## src/rtl/loader_pkg.sv

```systemverilog
// rtl/loader_pkg.sv - shared defaults and FSM state type for the instruction-memory loader
package loader_pkg;

   localparam int IMEM_DEPTH_DEF = 64;
   localparam int DATA_WIDTH_DEF = 8;

   typedef enum logic [2:0] {
      IDLE  = 3'd0,
      LEN   = 3'd1,
      DATA  = 3'd2,
      CHECK = 3'd3,
      DONE  = 3'd4,
      ERR   = 3'd5
   } state_e;

endpackage

```

## src/rtl/imem_loader_if.sv

```systemverilog
// rtl/imem_loader_if.sv - byte-stream handshake between program source and loader
interface imem_loader_if
   import loader_pkg::*;
#(
   parameter int DATA_WIDTH = DATA_WIDTH_DEF
) ();

   logic                  in_valid;
   logic [DATA_WIDTH-1:0] in_data;
   logic                  in_ready;

   modport master (output in_valid, output in_data, input in_ready);
   modport slave  (input in_valid, input in_data, output in_ready);

endinterface

```

## src/rtl/load_counter.sv

```systemverilog
// rtl/load_counter.sv - byte-index counter that saturates at the last index of the load
module load_counter
   import loader_pkg::*;
#(
   parameter int WIDTH = 6
) (
   input  logic             clk,
   input  logic             reset,
   input  logic             load_i,
   input  logic [WIDTH-1:0] last_i,
   input  logic             inc_i,
   output logic [WIDTH-1:0] count_o,
   output logic             tc_o
);

   logic [WIDTH-1:0] cnt_q, cnt_d;
   logic [WIDTH-1:0] last_q, last_d;

   assign count_o = cnt_q;
   assign tc_o    = (cnt_q == last_q);

   // Restart at index 0 on load; step only while below the terminal index so it never wraps.
   always_comb begin
      cnt_d  = cnt_q;
      last_d = last_q;
      if (load_i) begin
         cnt_d  = '0;
         last_d = last_i;
      end else if (inc_i && !tc_o) begin
         cnt_d = cnt_q + WIDTH'(1);
      end
   end

   // Counter and terminal index registers.
   always_ff @(posedge clk or posedge reset) begin
      if (reset) begin
         cnt_q  <= '0;
         last_q <= '0;
      end else begin
         cnt_q  <= cnt_d;
         last_q <= last_d;
      end
   end

endmodule

```

## src/rtl/imem_loader.sv

```systemverilog
// rtl/imem_loader.sv - streams a length-prefixed, XOR-checked program into instruction memory
module imem_loader
   import loader_pkg::*;
#(
   parameter int  IMEM_DEPTH = IMEM_DEPTH_DEF,
   parameter int  DATA_WIDTH = DATA_WIDTH_DEF,
   localparam int AW         = (IMEM_DEPTH > 1) ? $clog2(IMEM_DEPTH) : 1
) (
   input  logic                  clk,
   input  logic                  reset,
   input  logic                  load_start_i,
   input  logic                  load_abort_i,
   imem_loader_if.slave          in_if,
   output logic                  mem_we_o,
   output logic [AW-1:0]         mem_addr_o,
   output logic [DATA_WIDTH-1:0] mem_wdata_o,
   output logic                  core_run_o,
   output logic                  load_done_o,
   output logic                  load_error_o
);

   state_e                state_q, state_d;
   logic [DATA_WIDTH-1:0] csum_q, csum_d;
   logic                  we_q, we_d;
   logic [AW-1:0]         addr_q, addr_d;
   logic [DATA_WIDTH-1:0] wdata_q, wdata_d;
   logic                  run_q, run_d;
   logic                  done_q, done_d;
   logic                  err_q, err_d;

   logic                  xfer;
   logic                  len_ok;
   logic                  cnt_load, cnt_inc, cnt_tc;
   logic [AW-1:0]         cnt, cnt_last;

   assign in_if.in_ready = (state_q == LEN) || (state_q == DATA) || (state_q == CHECK);
   assign xfer           = in_if.in_valid && in_if.in_ready;
   assign len_ok         = (in_if.in_data != '0) && (32'(in_if.in_data) <= $unsigned(IMEM_DEPTH));
   assign cnt_last       = AW'(in_if.in_data - DATA_WIDTH'(1));

   load_counter #(.WIDTH(AW)) u_cnt (
      .clk     (clk),
      .reset   (reset),
      .load_i  (cnt_load),
      .last_i  (cnt_last),
      .inc_i   (cnt_inc),
      .count_o (cnt),
      .tc_o    (cnt_tc)
   );

   // State register.
   always_ff @(posedge clk or posedge reset) begin
      if (reset) state_q <= IDLE;
      else       state_q <= state_d;
   end

   // Next state, checksum and write-port updates; abort overrides everything including start.
   always_comb begin
      state_d  = state_q;
      csum_d   = csum_q;
      we_d     = 1'b0;
      addr_d   = addr_q;
      wdata_d  = wdata_q;
      cnt_load = 1'b0;
      cnt_inc  = 1'b0;
      if (load_abort_i) begin
         state_d = IDLE;
      end else begin
         case (state_q)
            IDLE, DONE, ERR: begin
               if (load_start_i) state_d = LEN;
            end
            LEN: begin
               if (xfer) begin
                  if (len_ok) begin
                     state_d  = DATA;
                     csum_d   = '0;
                     cnt_load = 1'b1;
                  end else begin
                     state_d = ERR;
                  end
               end
            end
            DATA: begin
               if (xfer) begin
                  csum_d  = csum_q ^ in_if.in_data;
                  we_d    = 1'b1;
                  addr_d  = cnt;
                  wdata_d = in_if.in_data;
                  if (cnt_tc) state_d = CHECK;
                  else        cnt_inc = 1'b1;
               end
            end
            CHECK: begin
               if (xfer) state_d = (in_if.in_data == csum_q) ? DONE : ERR;
            end
            default: state_d = IDLE;
         endcase
      end
      run_d  = (state_d == DONE);
      done_d = (state_d == DONE);
      err_d  = (state_d == ERR);
   end

   // Registered write port, checksum and status outputs.
   always_ff @(posedge clk or posedge reset) begin
      if (reset) begin
         csum_q  <= '0;
         we_q    <= 1'b0;
         addr_q  <= '0;
         wdata_q <= '0;
         run_q   <= 1'b0;
         done_q  <= 1'b0;
         err_q   <= 1'b0;
      end else begin
         csum_q  <= csum_d;
         we_q    <= we_d;
         addr_q  <= addr_d;
         wdata_q <= wdata_d;
         run_q   <= run_d;
         done_q  <= done_d;
         err_q   <= err_d;
      end
   end

   assign mem_we_o     = we_q;
   assign mem_addr_o   = addr_q;
   assign mem_wdata_o  = wdata_q;
   assign core_run_o   = run_q;
   assign load_done_o  = done_q;
   assign load_error_o = err_q;

endmodule

```

## src/flat_wrapper.sv

```systemverilog
// flat-port wrapper written by rule: the top's interface ports become plain ports
module imem_loader_flat import loader_pkg::*;
#(
   parameter int  IMEM_DEPTH = IMEM_DEPTH_DEF,
   parameter int  DATA_WIDTH = DATA_WIDTH_DEF,
   localparam int AW         = (IMEM_DEPTH > 1) ? $clog2(IMEM_DEPTH) : 1
)
  (clk, reset, load_start_i, load_abort_i, mem_we_o, mem_addr_o, mem_wdata_o, core_run_o, load_done_o, load_error_o, in_if_in_valid, in_if_in_data, in_if_in_ready);
  imem_loader_if #(.DATA_WIDTH(DATA_WIDTH)) in_if_i ();
  input  logic clk;
  input  logic reset;
  input  logic load_start_i;
  input  logic load_abort_i;
  output logic mem_we_o;
  output logic [AW-1:0] mem_addr_o;
  output logic [DATA_WIDTH-1:0] mem_wdata_o;
  output logic core_run_o;
  output logic load_done_o;
  output logic load_error_o;
  input wire logic [$bits(in_if_i.in_valid)-1:0] in_if_in_valid;
  input wire logic [$bits(in_if_i.in_data)-1:0] in_if_in_data;
  output wire logic [$bits(in_if_i.in_ready)-1:0] in_if_in_ready;
  assign in_if_i.in_valid = in_if_in_valid;
  assign in_if_i.in_data = in_if_in_data;
  assign in_if_in_ready = in_if_i.in_ready;
  imem_loader #(.IMEM_DEPTH(IMEM_DEPTH), .DATA_WIDTH(DATA_WIDTH)) u_core (.clk(clk), .reset(reset), .load_start_i(load_start_i), .load_abort_i(load_abort_i), .in_if(in_if_i), .mem_we_o(mem_we_o), .mem_addr_o(mem_addr_o), .mem_wdata_o(mem_wdata_o), .core_run_o(core_run_o), .load_done_o(load_done_o), .load_error_o(load_error_o));
endmodule
```

## config.mk

```make
export PLATFORM = sky130hd
export DESIGN_NAME = imem_loader_flat
export DESIGN_NICKNAME = d
export VERILOG_FILES = /design/src/rtl/loader_pkg.sv /design/src/rtl/imem_loader_if.sv /design/src/rtl/load_counter.sv /design/src/rtl/imem_loader.sv /design/src/flat_wrapper.sv
export SDC_FILE = /design/constraint.sdc
export NUM_CORES = 1
export LEC_CHECK = 0
export CAP_MARGIN = 30
export CORE_ASPECT_RATIO = 2
export CORE_MARGIN = 2
export CORE_UTILIZATION = 50
export CTS_CLUSTER_SIZE = 24
export DETAILED_ROUTE_END_ITERATION = 10
export PLACE_DENSITY_LB_ADDON = 0.1
export SLEW_MARGIN = 20
export SYNTH_ARGS = -nofsm -noshare
export SYNTH_HDL_FRONTEND = slang
export SYNTH_SLANG_ARGS = --single-unit
```

## constraint.sdc

```tcl
create_clock -name clk -period 3.6 [get_ports clk]
set_input_delay 0.36 -clock clk [delete_from_list [all_inputs] [get_ports clk]]
set_output_delay 0.36 -clock clk [all_outputs]
set_load 0.02 [all_outputs]
```

==> impl_table.tex <==
\begin{tabular}{lr}
\hline
Metric & Value \\
\hline
\multicolumn{2}{l}{\textbf{Global routing}} \\
Initial antenna violation count & 0 \\
GRT Util Overall & 21.6\% \\
Overflow left after global routing & 0 \\
First-pass GRT wire length & 7650 um \\
Via count of the first global-routing pass & 1644 \\
Pin count of the biggest net entering global routing & roughly 40 \\
\multicolumn{2}{l}{\textbf{Setup path}} \\
Worst Reg2Reg Path Length in Cells & 7 \\
Endpoint arrival time on the critical path & roughly 2.5 ns \\
Critical register-to-register path endpoint & u\_core.u\_cnt.count\_o[5]\$\_DFFE\_PP0P\_ \\
Setup crit end kind & register \\
Startpoint type of the worst setup path & input port \\
Origin of the critical flop-to-flop path & u\_core.state\_q[1]\$\_DFF\_PP0\_ \\
Setup crit start & in\_if\_in\_data[0] \\
Category of the critical setup timing path & in -> reg \\
Worst setup endpoint & u\_core.u\_cnt.last\_q[0]\$\_DFFE\_PP0N\_ \\
Reg-to-reg slack, setup & roughly 1.5 ns \\
Data required time at the worst endpoint & 3.79 ns \\
Critical path peak fanout & 17 \\
\multicolumn{2}{l}{\textbf{Power}} \\
Clock power frac & between 30\% and 40\% \\
VDD IR-drop max & 0.418 mV \\
Internal power summed over all cells & 0.916 mW \\
Switching power & 0.338 mW \\
Sequential group share of total power & $\sim$45\% \\
Leakage power & 1.18 nW \\
Proportion of power drawn by combinational gates & 21.0\% \\
Fraction of power spent switching nets & 27.0\% \\
Post-layout power & between 1 and 1.5 mW \\
Pwr per Cell Area & between 400 and 500 mW/mm\^{}2 \\
\multicolumn{2}{l}{\textbf{Timing}} \\
Final cycle utilization of the critical path & 64.9\% \\
Time the final worst path needs with I/O delays and setup & approximately 2.3 ns \\
Sum of negative setup slack & 0 ns \\
Hold slack final & 0.475 ns \\
Achievable Freq & between 400 and 500 MHz \\
Relative slew slack & a little under three fifths \\
Number of hold violations in the final report & 0 \\
Clock Skew & 0.00887 ns \\
Final setup violation count & 0 \\
Slew Limit Fails & 0 \\
Unrepaired setup endpoints after global routing & false \\
Measured slew at the worst slew-check pin & 0.647 ns \\
\multicolumn{2}{l}{\textbf{Floorplanning}} \\
Die Width & about 50 um \\
I/O pin count & 32 \\
Initial core utilization & 52.1\% \\
Die Outline Area & 0.00483 sq mm \\
Area of the core & 0.00409 sq mm \\
Core Rows & 33 \\
Height of the die & 96.3 um \\
\multicolumn{2}{l}{\textbf{Synthesis}} \\
Count of mapped cells out of synthesis & between 200 and 250 \\
Area fraction of the dominant cell type after synthesis & 47.0\% \\
Library cell with the largest summed area after synthesis & sky130\_fd\_sc\_hd\_\_dfrtp\_1 \\
Top cells by area, synth & sky130\_fd\_sc\_hd\_\_dfrtp\_1 (47\%), sky130\_fd\_sc\_hd\_\_nand2\_1 (7.9\%), sky130\_fd\_sc\_hd\_\_xnor2\_1 (6.6\%), sky130\_fd\_sc\_hd\_\_nor2\_1 (3.2\%), sky130\_fd\_sc\_hd\_\_a22o\_1 (2.5\%) \\
Number of flops mapped to enable cells by yosys & 0 \\
Commonest cells in the netlist & sky130\_fd\_sc\_hd\_\_nand2\_1 (45), sky130\_fd\_sc\_hd\_\_dfrtp\_1 (40), sky130\_fd\_sc\_hd\_\_nor2\_1 (18) \\
Most frequently used cell type in the post-synthesis netlist & sky130\_fd\_sc\_hd\_\_nand2\_1 \\
Mapped Nets & around 240 \\
Synth unique cells & between 40 and 50 \\
FFs w/ async S/R, synth & 100\% \\
Summed instance area of the synthesized netlist & 0.00213 sq mm \\
Syn. warnings & 0 \\
Predominant post-synthesis flop cell & sky130\_fd\_sc\_hd\_\_dfrtp\_1 \\
Register area share after synthesis & 47.0\% \\
Avg Synthesized Cell Area & 9.54 sq um \\
Number of storage elements in the synthesis netlist & 40 \\
\multicolumn{2}{l}{\textbf{Clock network}} \\
Total setup buffers inserted after CTS & 0 \\
Clock input transition at the sequential cells of the worst setup and hold paths & 0.08 ns \\
Clock tree from TritonCTS & done \\
Count of clock tree sinks & 40 \\
Maximum count of clock buffers along a single path & 2 \\
Later-pin clock latency in the skew report & roughly 0.29 ns \\
Quantity of gates resized following cts & 0 \\
Number of buffers inserted during clock tree synthesis & 5 \\
CTS HTree Levels & 2 \\
CTS hold repair buffers & 0 \\
CTS root buffer & sky130\_fd\_sc\_hd\_\_clkbuf\_8 \\
\multicolumn{2}{l}{\textbf{Route}} \\
Routed Antenna Nets & 0 \\
Via density per instance & 5.32 \\
Per-cell routed wire length & between 10 and 15 um \\
Starting DRC count in detailed routing & 48 \\
Total routed wirelength & 4480 um \\
Detailed Routing Iterations Pass 1 & 4 \\
Final routed DRC violation total & 0 \\
Total via count in the routed design & 1627 \\
\multicolumn{2}{l}{\textbf{Placed design}} \\
Number of placed instances, taps included & 299 \\
Sum of net half-perimeters after detailed placement & 3300 um \\
Buffers on Ports & 31 \\
Routability Congestion & about 0.84 \\
\multicolumn{2}{l}{\textbf{Job}} \\
MaxCap Viol Count & 0 \\
\multicolumn{2}{l}{\textbf{Layout}} \\
Area added between synthesis and finish & 21.8\% \\
Ant diodes & 0 \\
Number of cells in the finished layout apart from fillers & 306 \\
Number of nets at the end of the flow & 270 \\
Ratio of cells with drive above 1 in the final layout & 9.06\% \\
\multicolumn{2}{l}{\textbf{Run status}} \\
Run status & completed \\
\multicolumn{2}{l}{\textbf{Hold path}} \\
Worst Hold Class & in -> async \\
\hline
\end{tabular}
[sequential cells by signal (all words and copies together) (netlist names)]
| register | count |
|---|---|
| u_core.mem_wdata_o | 8 |
| u_core.state_q | 3 |
| u_core.mem_addr_o | 6 |
| u_core.u_cnt.count_o | 6 |
| u_core.mem_we_o | 1 |
| u_core.u_cnt.last_q | 6 |
| u_core.csum_q | 8 |
| u_core.load_error_o | 1 |
| u_core.core_run_o | 1 |
[cell type report]
| class | count | area [sq um] |
|---|---|---|
| Fill cell | 341 | 1500 |
| Clock buffer | 5 | 68.8 |
| Tap cell | 52 | 65.1 |
| Sequential cell | 40 | 1000 |
| Clock inverter | 2 | 60.1 |
| Inverter | 10 | 37.5 |
| Multi-Input combinational cell | 162 | 1020 |
| Timing Repair Buffer | 35 | 340 |
[routing by layer]
metal | part of all wire (%) | vias up | global-route usage (%)
li1 | - | 806 | -
met5 | 0 | - | 0
met3 | 2.0 | 9 | 3.26
met2 | 58 | 26 | 40.2
met4 | 2.5 | 0 | 9.95
met1 | 38 | 786 | 23.1
[worst min-delay path by stage]
| stage | from | endpoint | slack, ns |
|---|---|---|---|
| after floorplan | load_abort_i | u_core.state_q[2]$_DFF_PP0_ | 0.43 |
| after global placement | u_core.mem_addr_o[3]$_DFFE_PP0P_ | u_core.mem_addr_o[3]$_DFFE_PP0P_ | 0.46 |
| after detailed placement | u_core.mem_addr_o[1]$_DFFE_PP0P_ | u_core.mem_addr_o[1]$_DFFE_PP0P_ | 0.46 |
| after CTS | u_core.mem_addr_o[1]$_DFFE_PP0P_ | u_core.mem_addr_o[1]$_DFFE_PP0P_ | 0.48 |
| after global routing | u_core.mem_addr_o[1]$_DFFE_PP0P_ | u_core.mem_addr_o[1]$_DFFE_PP0P_ | 0.51 |
| final | reset | u_core.mem_wdata_o[4]$_DFFE_PP0P_ | 0.48 |
[layout by cell type, fill, tap and decap left out, types with 2 or more instances in the layout]
master / Yosys / final
sky130_fd_sc_hd__a211o_1: 2 / 2
sky130_fd_sc_hd__xnor2_1: 16 / 16
sky130_fd_sc_hd__or3_1: 2 / 2
sky130_fd_sc_hd__a22o_1: 6 / 6
sky130_fd_sc_hd__ha_1: 3 / 3
sky130_fd_sc_hd__and3_1: 2 / 2
sky130_fd_sc_hd__dfrtp_1: 40 / 40
sky130_fd_sc_hd__inv_1: 9 / 9
sky130_fd_sc_hd__o21ai_0: 9 / 9
sky130_fd_sc_hd__mux2i_1: 2 / 2
sky130_fd_sc_hd__nand2_1: 45 / 45
sky130_fd_sc_hd__nor2_1: 18 / 18
sky130_fd_sc_hd__nor2b_1: 3 / 3
sky130_fd_sc_hd__a21o_1: 3 / 3
sky130_fd_sc_hd__bufinv_16: 0 / 2
sky130_fd_sc_hd__buf_4: 2 / 4
sky130_fd_sc_hd__nand2b_1: 2 / 2
sky130_fd_sc_hd__clkdlybuf4s50_1: 0 / 31
sky130_fd_sc_hd__nand3_1: 7 / 7
sky130_fd_sc_hd__a21oi_1: 10 / 10
sky130_fd_sc_hd__and2_1: 2 / 2
sky130_fd_sc_hd__clkbuf_8: 0 / 5
sky130_fd_sc_hd__o211ai_1: 2 / 2
sky130_fd_sc_hd__xor2_1: 6 / 6
sky130_fd_sc_hd__nand4_1: 3 / 3
[power by group through the flow]
stage          sequential [mW]  clock, mW  combinational (mW)
6_report                 0.564      0.427               0.264
3_3_place_gp             0.571          0               0.263
2_1_floorplan            0.578          0               0.167
4_1_cts                  0.565      0.438               0.268
5_1_grt                  0.573      0.451               0.295
3_5_place_dp             0.574          0               0.265
[worst max-delay path, stage by stage]
cell                              delay [ns]
sky130_fd_sc_hd__clkdlybuf4s50_1        0.52
sky130_fd_sc_hd__inv_1                  0.13
sky130_fd_sc_hd__ha_1                   0.24
sky130_fd_sc_hd__a211o_1                0.32
sky130_fd_sc_hd__a211oi_4               0.60
sky130_fd_sc_hd__mux2_4                 0.35
[stage by stage]
| stage | setup WS [ns] | cell area [sq um] | utilization, % |
|---|---|---|---|
| after global placement | 0.998 | 2460 | 60.3 |
| after detailed placement | 0.943 | 2460 | 60.3 |
| after global routing | 1.12 | 2590 | 63.4 |
| final | 1.26 | 2590 | 63.4 |
| after floorplan | 1.79 | 2130 | - |
| after CTS | 1.27 | 2590 | 63.4 |
[logic make-up (layout without fill, tap and decap cells)]
kind of cell / after synthesis / count (layout) / share of synthesized area [%]
AOI/OAI and AO/OA: 40 / 40 / 13.5
xor gates and xnor gates: 22 / 22 / 9.05
adders and majority gates: 3 / 3 / 1.76
buffers and inverters: 21 / 52 / 5.06
DFF: 40 / 40 / 47.0
muxes: 3 / 3 / 1.65
and+or+nand+nor: 94 / 94 / 22.0
Note: power is estimated with default switching activity, not from simulation.
